--- config.mk ---
export PLATFORM = sky130hd
export DESIGN_NAME = seg_scan_mux
export DESIGN_NICKNAME = d
export VERILOG_FILES = /design/src/rtl/seg_scan_pkg.sv /design/src/rtl/seg_scan_prescaler.sv /design/src/rtl/seg_scan_mux.sv
export SDC_FILE = /design/constraint.sdc
export NUM_CORES = 1
export LEC_CHECK = 0
export CORE_MARGIN = 4
export CORE_UTILIZATION = 51
export DETAILED_ROUTE_END_ITERATION = 12
export GPL_TIMING_DRIVEN = 0
export PLACE_DENSITY = 0.76
export SYNTH_ARGS = -nofsm -noshare
export SYNTH_HDL_FRONTEND = slang
export SYNTH_SLANG_ARGS = --single-unit
--- constraint.sdc ---
create_clock -name clk -period 1.5 [get_ports clk]
set_input_delay 0.3 -clock clk [delete_from_list [all_inputs] [get_ports clk]]
set_output_delay 0.3 -clock clk [all_outputs]
set_load 0.1 [all_outputs]
--- src/rtl/seg_scan_pkg.sv ---
// Shared types and helpers for the segment scan multiplexer.
package seg_scan_pkg;

  localparam int DUTY_W     = 4;
  localparam int MAX_DIGITS = 32;

  function automatic int idx_w(input int digits);
    int w;
    w = $clog2(digits);
    if (w < 1) begin
      w = 1;
    end else begin
      w = w;
    end
    return w;
  endfunction

  function automatic logic [MAX_DIGITS-1:0] onehot(input int unsigned n);
    logic [MAX_DIGITS-1:0] one;
    one    = {{(MAX_DIGITS-1){1'b0}}, 1'b1};
    onehot = one << n;
  endfunction

endpackage

--- src/rtl/seg_scan_prescaler.sv ---
// Divides clk into one registered tick per DIV cycles; tick_ahead flags the cycle before.
module seg_scan_prescaler #(
  parameter int DIV = 5000
) (
  input  logic clk,
  input  logic rst,
  output logic tick,
  output logic tick_ahead
);

  localparam int CNT_W = (DIV <= 2) ? 1 : $clog2(DIV);
  localparam logic [CNT_W-1:0] CNT_LAST = CNT_W'(DIV - 1);
  localparam logic [CNT_W-1:0] CNT_PRE  = CNT_W'(DIV - 2);

  logic [CNT_W-1:0] cnt_r;
  logic             tick_r;

  assign tick_ahead = (cnt_r == CNT_PRE);
  assign tick       = tick_r;

  // Slot counter; tick is registered so it is high exactly while cnt_r is at its last value
  always_ff @(posedge clk) begin
    if (rst) begin
      cnt_r  <= {CNT_W{1'b0}};
      tick_r <= 1'b0;
    end else begin
      cnt_r  <= (cnt_r == CNT_LAST) ? {CNT_W{1'b0}} : cnt_r + CNT_W'(1);
      tick_r <= tick_ahead;
    end
  end

endmodule

--- src/rtl/seg_scan_mux.sv ---
// Time-multiplexed N-digit segment driver with frame-synchronous double buffering.
// Optional PWM dimming via a duty input when SEG_SCAN_DIM_EN is defined.
module seg_scan_mux
  import seg_scan_pkg::*;
#(
  parameter int DIGITS = 4,
  parameter int SEG_W  = 7,
  parameter int DIV    = 5000
) (
  input  logic                    clk,
  input  logic                    rst,
  input  logic [DIGITS*SEG_W-1:0] digits_in,
  input  logic                    load,
  input  logic [DIGITS-1:0]       en_mask,
`ifdef SEG_SCAN_DIM_EN
  input  logic [DUTY_W-1:0]       duty,
`endif
  output logic [SEG_W-1:0]        segment,
  output logic [DIGITS-1:0]       digit_en,
  output logic                    tick,
  output logic                    frame_done
);

  localparam int IW = idx_w(DIGITS);
  localparam int FW = DIGITS * SEG_W;
  localparam logic [IW-1:0] IDX_LAST = IW'(DIGITS - 1);

  logic                  tick_s;
  logic                  tick_ahead_s;
  logic [IW-1:0]         idx_r;
  logic [IW-1:0]         idx_next_s;
  logic                  wrap_s;
  logic [FW-1:0]         shadow_r;
  logic [FW-1:0]         shadow_next_s;
  logic [FW-1:0]         pending_r;
  logic [FW-1:0]         pending_next_s;
  logic                  pend_v_r;
  logic                  pend_v_next_s;
  logic [MAX_DIGITS-1:0] onehot_s;
  logic [DIGITS-1:0]     scan_sel_r;
  logic [DIGITS-1:0]     scan_sel_next_s;
  logic [SEG_W-1:0]      segment_r;
  logic [SEG_W-1:0]      segment_next_s;
  logic                  frame_done_r;

  seg_scan_prescaler #(.DIV(DIV)) u_prescaler (
    .clk        (clk),
    .rst        (rst),
    .tick       (tick_s),
    .tick_ahead (tick_ahead_s)
  );

  // Next scan index, buffer swap and the pattern/select latched at each slot boundary
  always_comb begin
    idx_next_s      = idx_r;
    wrap_s          = 1'b0;
    shadow_next_s   = shadow_r;
    pending_next_s  = pending_r;
    pend_v_next_s   = pend_v_r;
    onehot_s        = {MAX_DIGITS{1'b0}};
    scan_sel_next_s = scan_sel_r;
    segment_next_s  = segment_r;

    if (tick_s) begin
      if (idx_r == IDX_LAST) begin
        idx_next_s = {IW{1'b0}};
        wrap_s     = 1'b1;
      end else begin
        idx_next_s = idx_r + IW'(1);
      end
    end else begin
      idx_next_s = idx_r;
    end

    // A load coinciding with the wrap bypasses the pending buffer entirely
    if (wrap_s && load) begin
      shadow_next_s = digits_in;
      pend_v_next_s = 1'b0;
    end else if (wrap_s && pend_v_r) begin
      shadow_next_s = pending_r;
      pend_v_next_s = 1'b0;
    end else if (load) begin
      pending_next_s = digits_in;
      pend_v_next_s  = 1'b1;
    end else begin
      pending_next_s = pending_r;
    end

    if (tick_s) begin
      onehot_s        = onehot(32'(idx_next_s));
      scan_sel_next_s = en_mask[idx_next_s] ? onehot_s[DIGITS-1:0] : {DIGITS{1'b0}};
      segment_next_s  = shadow_next_s[int'(idx_next_s)*SEG_W +: SEG_W];
    end else begin
      scan_sel_next_s = scan_sel_r;
      segment_next_s  = segment_r;
    end
  end

  // Scan state, frame buffers and registered outputs
  always_ff @(posedge clk) begin
    if (rst) begin
      idx_r        <= {IW{1'b0}};
      shadow_r     <= {FW{1'b0}};
      pending_r    <= {FW{1'b0}};
      pend_v_r     <= 1'b0;
      scan_sel_r   <= {DIGITS{1'b0}};
      segment_r    <= {SEG_W{1'b0}};
      frame_done_r <= 1'b0;
    end else begin
      idx_r        <= idx_next_s;
      shadow_r     <= shadow_next_s;
      pending_r    <= pending_next_s;
      pend_v_r     <= pend_v_next_s;
      scan_sel_r   <= scan_sel_next_s;
      segment_r    <= segment_next_s;
      frame_done_r <= tick_ahead_s && (idx_r == IDX_LAST);
    end
  end

  assign segment    = segment_r;
  assign tick       = tick_s;
  assign frame_done = frame_done_r;

`ifdef SEG_SCAN_DIM_EN
  logic [DUTY_W-1:0] pwm_r;
  logic [DIGITS-1:0] digit_en_r;
  logic              gate_s;

  // Full scale (all ones) means always on rather than 15/16 brightness
  always_comb begin
    gate_s = (pwm_r < duty) || (duty == {DUTY_W{1'b1}});
  end

  // Free-running PWM phase and the gated digit select
  always_ff @(posedge clk) begin
    if (rst) begin
      pwm_r      <= {DUTY_W{1'b0}};
      digit_en_r <= {DIGITS{1'b0}};
    end else begin
      pwm_r      <= pwm_r + DUTY_W'(1);
      digit_en_r <= scan_sel_next_s & {DIGITS{gate_s}};
    end
  end

  assign digit_en = digit_en_r;
`else
  assign digit_en = scan_sel_r;
`endif

endmodule

# ---- Yosys cells after proc, flatten, opt, wreduce, memory -nomap -nowiden
# Cells that the tools add are included.
dict set report word_totals {
  output_inout_bits 13
  reg_bits 85
  word_cells 35
}
dict set report op_classes {
  shift 2
  magnitude_cmp 1
  eq_ne 3
  addsub 2
  reduce_logical 6
  muxes 9
  mul 1
  bitwise_logic 2
}
# op count
set op_table {}
lappend op_table {{two-way mux 28 bit} 2}
lappend op_table {{variable part select 28 x 6 -> 7 bit} 1}
lappend op_table {{== test 13 bit, second input constant} 2}
lappend op_table {{adder 13 x 1 -> 13 bit, second input constant} 1}
lappend op_table {{multiplier 2 x 3 -> 5 bit, second input constant} 1}
lappend op_table {{two-way mux 2 bit} 2}
lappend op_table {{two-way mux 4 bit} 1}
lappend op_table {{<< shifter 1 x 2 -> 4 bit, first input constant} 1}
lappend op_table {{logical AND 1 bit} 3}
lappend op_table {{less-than comparator 2 x 3 -> 1 bit, second input constant} 1}
lappend op_table {{two-way mux 1 bit} 3}
lappend op_table {{AND reduction 3 bit} 1}
lappend op_table {{OR reduction 3 bit} 1}
lappend op_table {{adder 2 x 1 -> 2 bit, second input constant} 1}
lappend op_table {{binary-select mux 1 bit (select 2 bit)} 1}
lappend op_table {{== test 2 bit, second input constant} 1}
lappend op_table {{NOT 1 bit} 2}
lappend op_table {{OR reduction 2 bit} 1}

# ---- Longest topological paths before layout
# Gate-level depths: netlist (run 1).
dict set report logic_depth {
  ltp_word 7
  mapped_depth 7
  ltp_nobuf 5
}

# ---- By module
# Synthesis (run 1) repeated with hierarchy kept, for this count alone.
dict set report hier_totals {
  hier_cells 483
  hier_area_um2 3970.1
}
# mod n_inst area_each_um2 cells_per_inst
set by_module_without_submodules {}
lappend by_module_without_submodules {seg_scan_mux 1 3321.9 413}
lappend by_module_without_submodules {seg_scan_prescaler 1 648.1 70}

# ---- Worst setup path after synthesis (run 1)
# OpenSTA, ideal clock, no wires.
dict set report synth_timing {
  path_kind {register -> register}
  from {reg u_prescaler.tick_r, in the netlist u_prescaler.tick}
  to {reg segment_r[0], in the netlist segment[0]}
  setup_time_ps 129
  t_arrival_ps 1911
  path_buffers 2
  setup_slack_ps -541
  stages_incl_launch_ff 7
  synth_period_minus_slack_ps 2041
  required_time_ps 1371
  path_cell_list {dfxtp_1 > and2_1 > buf_6 > buf_6 > a21oi_1 > a221oi_1 > a31oi_1}
}
dict set report synth_via {
  elab_chain_len 5
  elab_cells_between_ends 8
  classes_between {1 x mul; 1 x shift; 4 x mux; 2 x reduce/logical}
}
# item line
set synth_lines {}
lappend synth_lines {{from (decl)} seg_scan_prescaler.sv:16} ;# logic tick_r;
lappend synth_lines {{from (signal assigned)} seg_scan_prescaler.sv:28} ;# tick_r <= tick_ahead;
lappend synth_lines {{branches (longest 5 deep; another with multiplier 2 x 3 -> 5 bit)} -}
lappend synth_lines {{to (signal assigned)} seg_scan_mux.sv:107} ;# segment_r <= {SEG_W{1'b0}};
lappend synth_lines {{to (signal assigned)} seg_scan_mux.sv:115} ;# segment_r <= segment_next_s;
lappend synth_lines {{to (decl)} seg_scan_mux.sv:42} ;# logic [SEG_W-1:0] segment_r;
# Parallel ways; which one is timed is not known.
# A chain may end at the register's enable or synchronous reset.

# ---- Worst setup path in the final report (run 1)
dict set report layout_timing {
  from {reg idx_r[0]}
  to {reg shadow_r[10]}
}
dict set report layout_via {
  elab_chain_len 6
  elab_cells_between_ends 7
  classes_between {1 x eq/ne; 4 x mux; 2 x reduce/logical}
}
# item line
set layout_lines {}
lappend layout_lines {{from (decl)} seg_scan_mux.sv:30} ;# logic [IW-1:0] idx_r;
lappend layout_lines {{from (signal assigned)} seg_scan_mux.sv:102} ;# idx_r <= {IW{1'b0}};
lappend layout_lines {{from (signal assigned)} seg_scan_mux.sv:110} ;# idx_r <= idx_next_s;
lappend layout_lines {{== test 2 bit (*)} seg_scan_mux.sv:65} ;# if (idx_r == IDX_LAST) begin
lappend layout_lines {{two-way mux 1 bit (*)} seg_scan_mux.sv:65}
lappend layout_lines {{two-way mux 1 bit (*)} seg_scan_mux.sv:64} ;# if (tick_s) begin
lappend layout_lines {{logical AND 1 bit} seg_scan_mux.sv:79} ;# end else if (wrap_s && pend_v_r) begin
lappend layout_lines {{two-way mux 28 bit} seg_scan_mux.sv:79}
lappend layout_lines {{two-way mux 28 bit (*)} seg_scan_mux.sv:76} ;# if (wrap_s && load) begin
lappend layout_lines {{to (signal assigned)} seg_scan_mux.sv:103} ;# shadow_r <= {FW{1'b0}};
lappend layout_lines {{to (signal assigned)} seg_scan_mux.sv:111} ;# shadow_r <= shadow_next_s;
lappend layout_lines {{to (decl)} seg_scan_mux.sv:33} ;# logic [FW-1:0] shadow_r;
# Mark *: on every way between the ends. The rest lies on a longest branch, timed or not.

==> results.md, run 1 <==
* Commonest non-fill, non-tap cells in the layout: nor2_1, nand2_1, dfxtp_1
* Post-synth top area share at 0.409
* DIE AREA at 9670 sq um
* Port Buffer Count at 45
* RR Startpoint: idx_r[0]
* Required time of the critical path at 1.75 ns
* Fmax at 0.637 GHz
* HP Class: in2reg
* Layout cells sized above 1 at 0.221
* Gr usage total at 0.252
* Buf+Inv Stages, Crit Path at 1
* Yosys warns at 0
* Vias per cell at 5.90
* H-Tree Depth at 3
* Leak at 0.00202 uW
* Largest net degree at the start of global routing at 13
* Slew Limit Headroom at 0.445
* CTS tree: done
* Synth Net Count at approximately 560
* Slew @ Worst Pin at 0.832 ns
* DP HPWL at just under 9000 um
* Min-delay src: rst
* Critical Path Max Stage Delay at 0.36 ns
* RSZ-0062 raised after global routing: yes
* Period utilization at 1.05
* Number of nets with antenna violations after routing at 0
* GR peak layer: met2
* Shortest period the worst path allows at ~1.6 ns
* Fin Clk Skew at 0.00841 ns
* Iteration-0 DRC Markers at 386
* Max cap viols at 0
* Outcome: complete, but fails checks
* TritonCTS buffer count at 9
* Vias in the first global route at about 4k
* FILL cells at roughly 640
* Layout area overhead at 30.0%
* Commonest non-fill, non-tap cell in the layout: nor2_1
* Die H at 98.3 um
* Area occupied by multi-input gates at ~2400 sq um
* Largest cells by area after synthesis: dfxtp_1, nor2_1, nand2_1
* Clk pin slew, worst setup/hold paths at 0.08 ns
* Peak supply drop at approximately 550 uV
* Seq/Total Area, Yosys at 0.409
* Delay-heaviest family, CP: compound AO/OA/AOI/OAI gates
* Post-synthesis register bit count at 85
* P per Cell Area at about 790 nW/um^2
* Final-stage net count at 637
* N_diodes at 0
* Fin. Hold Viols at 0
* Critical path type: reg2reg
* M3 GR Usage at 0.0500
* Failing checks: negative setup slack
* Mean post-synth cell area at 7.95 sq um
* CP startpoint: idx_r[0]
* Post-place setup slack at -0.349 ns
* DRC viols at 0
* Hold_buf cts at 0
* Netlist Area Pre-Place at 4160 sq um
* Core Area at 7850 sq um
* Crit path capture type: flip-flop
* Crit path launch type: flip-flop
* Synth cell types at 41
* Reg area at 1720 sq um
* GR Util met2 at 0.397
* DRT Pass-1 Iters at 5
* Avg WL per Cell at approximately 18 um
* Slew Viols, Final at 0
* Total routed wirelength at between 10000 and 15000 um
* IO Pins at 48
* Clock sink count at 85
* Die X at 98.3 um
* Worst path arrival time at approximately 1.8 ns
* Dpl cells at 670
* Slowest cell on crit path: dfxtp_4
* Gpl congestion at ~0.87
* Initial Utilization at 0.530
* PnR worst setup slack at -0.0702 ns
* Critical Path Fanout Max at 10
* Grt ovf at 0
* Root Driver: clkbuf_8
* Via count at 4162
* Max clock buf depth at 2
* First-pass GRT wire length at 19700 um
* Layout Cells excl Fill at 705
* Synth Instances at 523
* Initial antenna violation count at 0
* Setup Viol. Count Final at 14
* FP Rows at 32
* Largest area contributor in the netlist: dfxtp_1
* Grt met1 use at 0.339
* Worst-Skew Late Latency at 0.36 ns
* Crit path cell chain: ha_4, and2_4, buf_6, a31oi_1, nor2_1, a2111oi_2
[timing repair]
item                                    in CTS  in global routing
pin swaps                                    7                 18
buffers inserted                             8                 13
endpoints found under the setup margin      72                 58
resized for setup                          100                 46
cloned                                       0                  1
[synth_stat cells]
cell and instances:
o21bai_1 19, inv_1 19, xor2_1 2, buf_6 4, or3_1 1, ha_1 3
xnor2_1 9, mux2i_1 3, nor4b_2 1, nand2_2 1, a221oi_1 5, inv_2 1
dfxtp_1 85, buf_1 3, nand2_1 83, nor3_1 5, a211oi_1 1, nor2b_1 4
buf_2 19, o21bai_2 1, or2_2 1, o221ai_1 1, o22a_1 13, and2_1 3
a2111oi_2 12, o22ai_2 1, a31oi_1 20, o22ai_1 1, o21ai_0 2, nor4_1 3
nand3_1 19, o211ai_1 1, o2bb2ai_2 1, and4b_1 15, clkbuf_1 11, nor2_1 97
nor3b_1 2, o31ai_4 1, a21oi_1 42, nand4_1 5, buf_4 3
[layout make-up]
type | instances | share of cell area
multi-input cells | 378 | 0.452
clock inverters | 2 | 0.00185
well taps | 102 | 0.0236
repair buffers | 67 | 0.111
inverters | 20 | 0.0139
flip-flops and latches | 85 | 0.318
clock buffers | 13 | 0.0275
plain buffers | 38 | 0.0521
[final timing paths]
check / to / slack [ns] / cells after the start
max: shadow_r[10] / -0.07 / 6
min: u_prescaler.tick / 0.25 / 2
min reg2reg: pending_r[16] / 0.46 / 2
max reg2reg: shadow_r[10] / -0.07 / 6
[per-layer routing]
metal,part of all wire,vias to the layer above
met5,0,-
met4,0.024,0
li1,-,1961
met2,0.46,181
met3,0.072,28
met1,0.44,1992
[power breakdown]
group / internal [uW] / total, uW / switching (uW)
sequential: 2300 / 2330 / 33.0
clock: 637 / 1460 / 820
combinational: 219 / 501 / 283
[registers in the layout, indices dropped and copies added, names as in the netlist]
signal / count
digit_en: 4
segment: 7
pend_v_r: 1
u_prescaler.cnt_r: 13
pending_r: 28
frame_done: 1
shadow_r: 28
idx_r: 2
u_prescaler.tick: 1
[worst reg2reg max path, delay by kind of cell (launching register included)]
family                     cells  cell delay (ns)
AOI/OAI and AO/OA              2             0.48
buffers and inverters          1             0.17
DFF                            1             0.36
and+or+nand+nor                2             0.28
adders and majority gates      1             0.19
[kinds of logic (layout without fill, tap and decap cells)]
| group | count (synthesis) | in the layout | share of synthesized area |
|---|---|---|---|
| DFF | 85 | 85 | 0.409 |
| buffers and inverters | 60 | 140 | 0.0698 |
| xor gates and xnor gates | 11 | 11 | 0.0232 |
| AOI/OAI and AO/OA | 121 | 121 | 0.220 |
| adders and majority gates | 3 | 3 | 0.00902 |
| and+or+nand+nor | 240 | 240 | 0.262 |
| muxes | 3 | 3 | 0.00722 |
[stage by stage]
| stage | cell area [sq um] | util | setup TNS (ns) | total power, uW | hold WS, ns |
|---|---|---|---|---|---|
| 2_1_floorplan | 4200 | - | -0.0127 | 2630 | 0.432 |
| 3_3_place_gp | 4780 | 0.609 | -12.55 | 2800 | 0.440 |
| 3_5_place_dp | 4780 | 0.609 | -14.15 | 2820 | 0.442 |
| 4_1_cts | 5080 | 0.647 | -0.183 | 4230 | 0.242 |
| 5_1_grt | 5410 | 0.689 | -2.80 | 4410 | 0.271 |
| 6_report | 5410 | 0.689 | -0.588 | 4290 | 0.255 |
Note: power is estimated with default switching activity, not from simulation.
==> inputs of run 2 (changes only) <==
--- a/config.mk
+++ b/config.mk
@@ -7,6 +7,7 @@
 export LEC_CHECK = 0
 export CORE_MARGIN = 4
 export CORE_UTILIZATION = 51
+export CTS_BUF_LIST = sky130_fd_sc_hd__clkbuf_16
 export DETAILED_ROUTE_END_ITERATION = 12
 export GPL_TIMING_DRIVEN = 0
 export PLACE_DENSITY = 0.76
==> run 2 against run 1 <==
The run still ends with negative setup slack left. Clock skew is 0.00080 ns higher. Clock power rose by 35%. Largest cell class unchanged. Worst setup slack got worse by 0.019 ns. Largest power group unchanged.
==> results.md, run 2 (synthesis gave the netlist of run 1 again) <==
* Reg area at 1720 sq um (about the same)
* Worst reg2reg endpoint: segment[3]
* N_diodes at 0 (unchanged)
* Layout cells sized above 1 at 0.210 (-0.0102)
* Area occupied by multi-input gates at 2460 sq um (+0.67%)
* Worst path arrival time at 1.80 ns (-0.02 ns)
* Slew @ Worst Pin at 0.856 ns (+0.0239 ns)
* Clock sink count at 85 (unchanged)
* PnR worst setup slack at -0.0890 ns (-0.0188 ns)
* Leak at 0.00208 uW (+2.9%)
* Max cap viols at 0 (unchanged)
* Setup Viol. Count Final at 13 (-1)
* Die H at 98.3 um (unchanged)
* Post-place setup slack at -0.349 ns (unchanged)
* Number of nets with antenna violations after routing at 0 (unchanged)
* Fin. Hold Viols at 0 (unchanged)
* Shortest period the worst path allows at 1.59 ns (+0.0188 ns)
* CP startpoint: u_prescaler.tick
* Layout area overhead at 32.0%
* Final-stage net count at 633 (-0.63%)
* Required time of the critical path at 1.71 ns (-0.04 ns)
* Slew Viols, Final at 0 (unchanged)
* Critical path type: reg2reg
* Fmax at 0.629 GHz (-1.2%)
* Period utilization at 1.06 (+0.0126)
* H-Tree Depth at 3 (unchanged)
* Grt ovf at 0 (unchanged)
* Max clock buf depth at 2 (unchanged)
* Commonest non-fill, non-tap cells in the layout: nor2_1, nand2_1, dfxtp_1
* DRC viols at 0 (unchanged)
* DP HPWL at 8690 um (unchanged)
* Reg2Reg Depth at 6 (unchanged)
* Avg WL per Cell at 18.6 um (+1.5%)
* DRT Pass-1 Iters at 5 (unchanged)
* Clk pin slew, worst setup/hold paths at 0.06 ns (-0.02 ns)
* Gpl congestion at 0.873 (unchanged)
* Largest net degree at the start of global routing at 13 (unchanged)
* Root Driver: clkbuf_16
* TritonCTS buffer count at 9 (unchanged)
* Worst-Skew Late Latency at 0.33 ns (-0.03 ns)
* Worst Hold Depth at 2 (unchanged)
* Initial antenna violation count at 0 (unchanged)
* HP Class: in2reg
* Core Area at 7850 sq um (unchanged)
* Final TNS setup at -0.640 ns (-0.0514 ns)
* Largest regs: pending_r (28), shadow_r (28), u_prescaler.cnt_r (13)
* Smallest hold slack at 0.283 ns (+0.0284 ns)
* Port Buffer Count at 45 (unchanged)
* Worst Hold End: u_prescaler.tick
* Via count at 4191 (+0.70%)
* Vias in the first global route at 3969 (+1.5%)
* R2r setup slk at -0.09 ns (-0.02 ns)
* Critical Path Fanout Max at 10 (unchanged)
* Commonest non-fill, non-tap cell in the layout: nor2_1
* Final Util at 0.700 (+0.0105)
* RSZ-0062 raised after global routing: yes
* CTS tree: done
* DIE AREA at 9670 sq um (unchanged)
* First-pass GRT wire length at 20100 um (+1.9%)
* Fin Clk Skew at 0.00921 ns (+0.000800 ns)
* Crit path capture type: flip-flop
* Crit path launch type: flip-flop
* FILL cells at 614 (-3.6%)
* Total routed wirelength at 13000 um (+0.92%)
* Initial Utilization at 0.530 (unchanged)
* P per Cell Area at 874 nW/um^2 (+10%)
* FP Rows at 32 (unchanged)
* RR Startpoint: u_prescaler.tick
* Final Power at 4800 uW (+12%)
* Failing checks: negative setup slack
* Iteration-0 DRC Markers at 319 (-17%)
* Die X at 98.3 um (unchanged)
* Slew Limit Headroom at 0.429 (-0.0159)
* Outcome: complete, but fails checks
* Peak supply drop at 515 uV (-6.5%)
* IO Pins at 48 (unchanged)
* Min-delay src: rst
* Vias per cell at 5.98 (+1.3%)
* Gr usage total at 0.257 (+0.00505)
run 2: how the worst max path moves through the flow:
stage | end | slack [ns]
2_1_floorplan | segment[0] | -0.01
3_3_place_gp | segment[3] | -0.34
3_5_place_dp | segment[3] | -0.35
4_1_cts | segment[2] | -0.04
5_1_grt | shadow_r[27] | -0.13
6_report | segment[3] | -0.09
run 2: worst max-delay path, cell delays in order (launching register included):
cell and delay (ns):
dfxtp_4 0.38, buf_6 0.16, buf_4 0.20, a21oi_2 0.20
a21oi_2 0.08, a221oi_2 0.32, a31oi_1 0.12
run 2: report_power, final:
part           internal, uW  switching [uW]  leakage (uW)
combinational           210             282       0.00125
clock                  1080             885      0.000136
sequential             2300            32.7      0.000694
total                  3600            1200       0.00208
run 2: routing by layer:
| metal | global-route usage | wire length, um | vias to the layer above | part of all wire |
|---|---|---|---|---|
| met5 | 0 | 0 | - | 0 |
| met4 | 0.111 | 303 | 0 | 0.023 |
| met3 | 0.0479 | 931 | 30 | 0.072 |
| met2 | 0.410 | 6070 | 197 | 0.47 |
| met1 | 0.340 | 5710 | 1998 | 0.44 |
| li1 | - | - | 1966 | - |
run 2: area by class of cell:
| type | instances | share of cell area |
|---|---|---|
| Inverter | 20 | 0.0137 |
| Multi-Input combinational cell | 378 | 0.448 |
| Sequential cell | 85 | 0.313 |
| Clock inverter | 6 | 0.00456 |
| Tap cell | 102 | 0.0232 |
| Buffer | 38 | 0.0531 |
| Timing Repair Buffer | 63 | 0.103 |
| Clock buffer | 9 | 0.0410 |
run 2: through the flow:
step | std cells | cell area (sq um)
2_1_floorplan | 523 | 4200
3_3_place_gp | 670 | 4780
3_5_place_dp | 670 | 4780
4_1_cts | 691 | 5220
5_1_grt | 701 | 5490
6_report | 701 | 5490
run 2: repair_timing:
item                       4_1_cts  5_1_grt
setup endpoints to repair       71       62
setup buffers                    8        9
gates cloned                     0        1
gates resized for setup        103       40
pin swaps                       10       11
hold buffers                     0        0
==> inputs of run 3 (changes only) <==
--- a/config.mk
+++ b/config.mk
@@ -8,6 +8,7 @@
 export CORE_MARGIN = 4
 export CORE_UTILIZATION = 51
 export CTS_BUF_LIST = sky130_fd_sc_hd__clkbuf_16
+export CTS_CLUSTER_DIAMETER = 30
 export DETAILED_ROUTE_END_ITERATION = 12
 export GPL_TIMING_DRIVEN = 0
 export PLACE_DENSITY = 0.76
==> results of run 3 <==
Same layout as run 2: the final DEF is identical, and so are final timing and power.
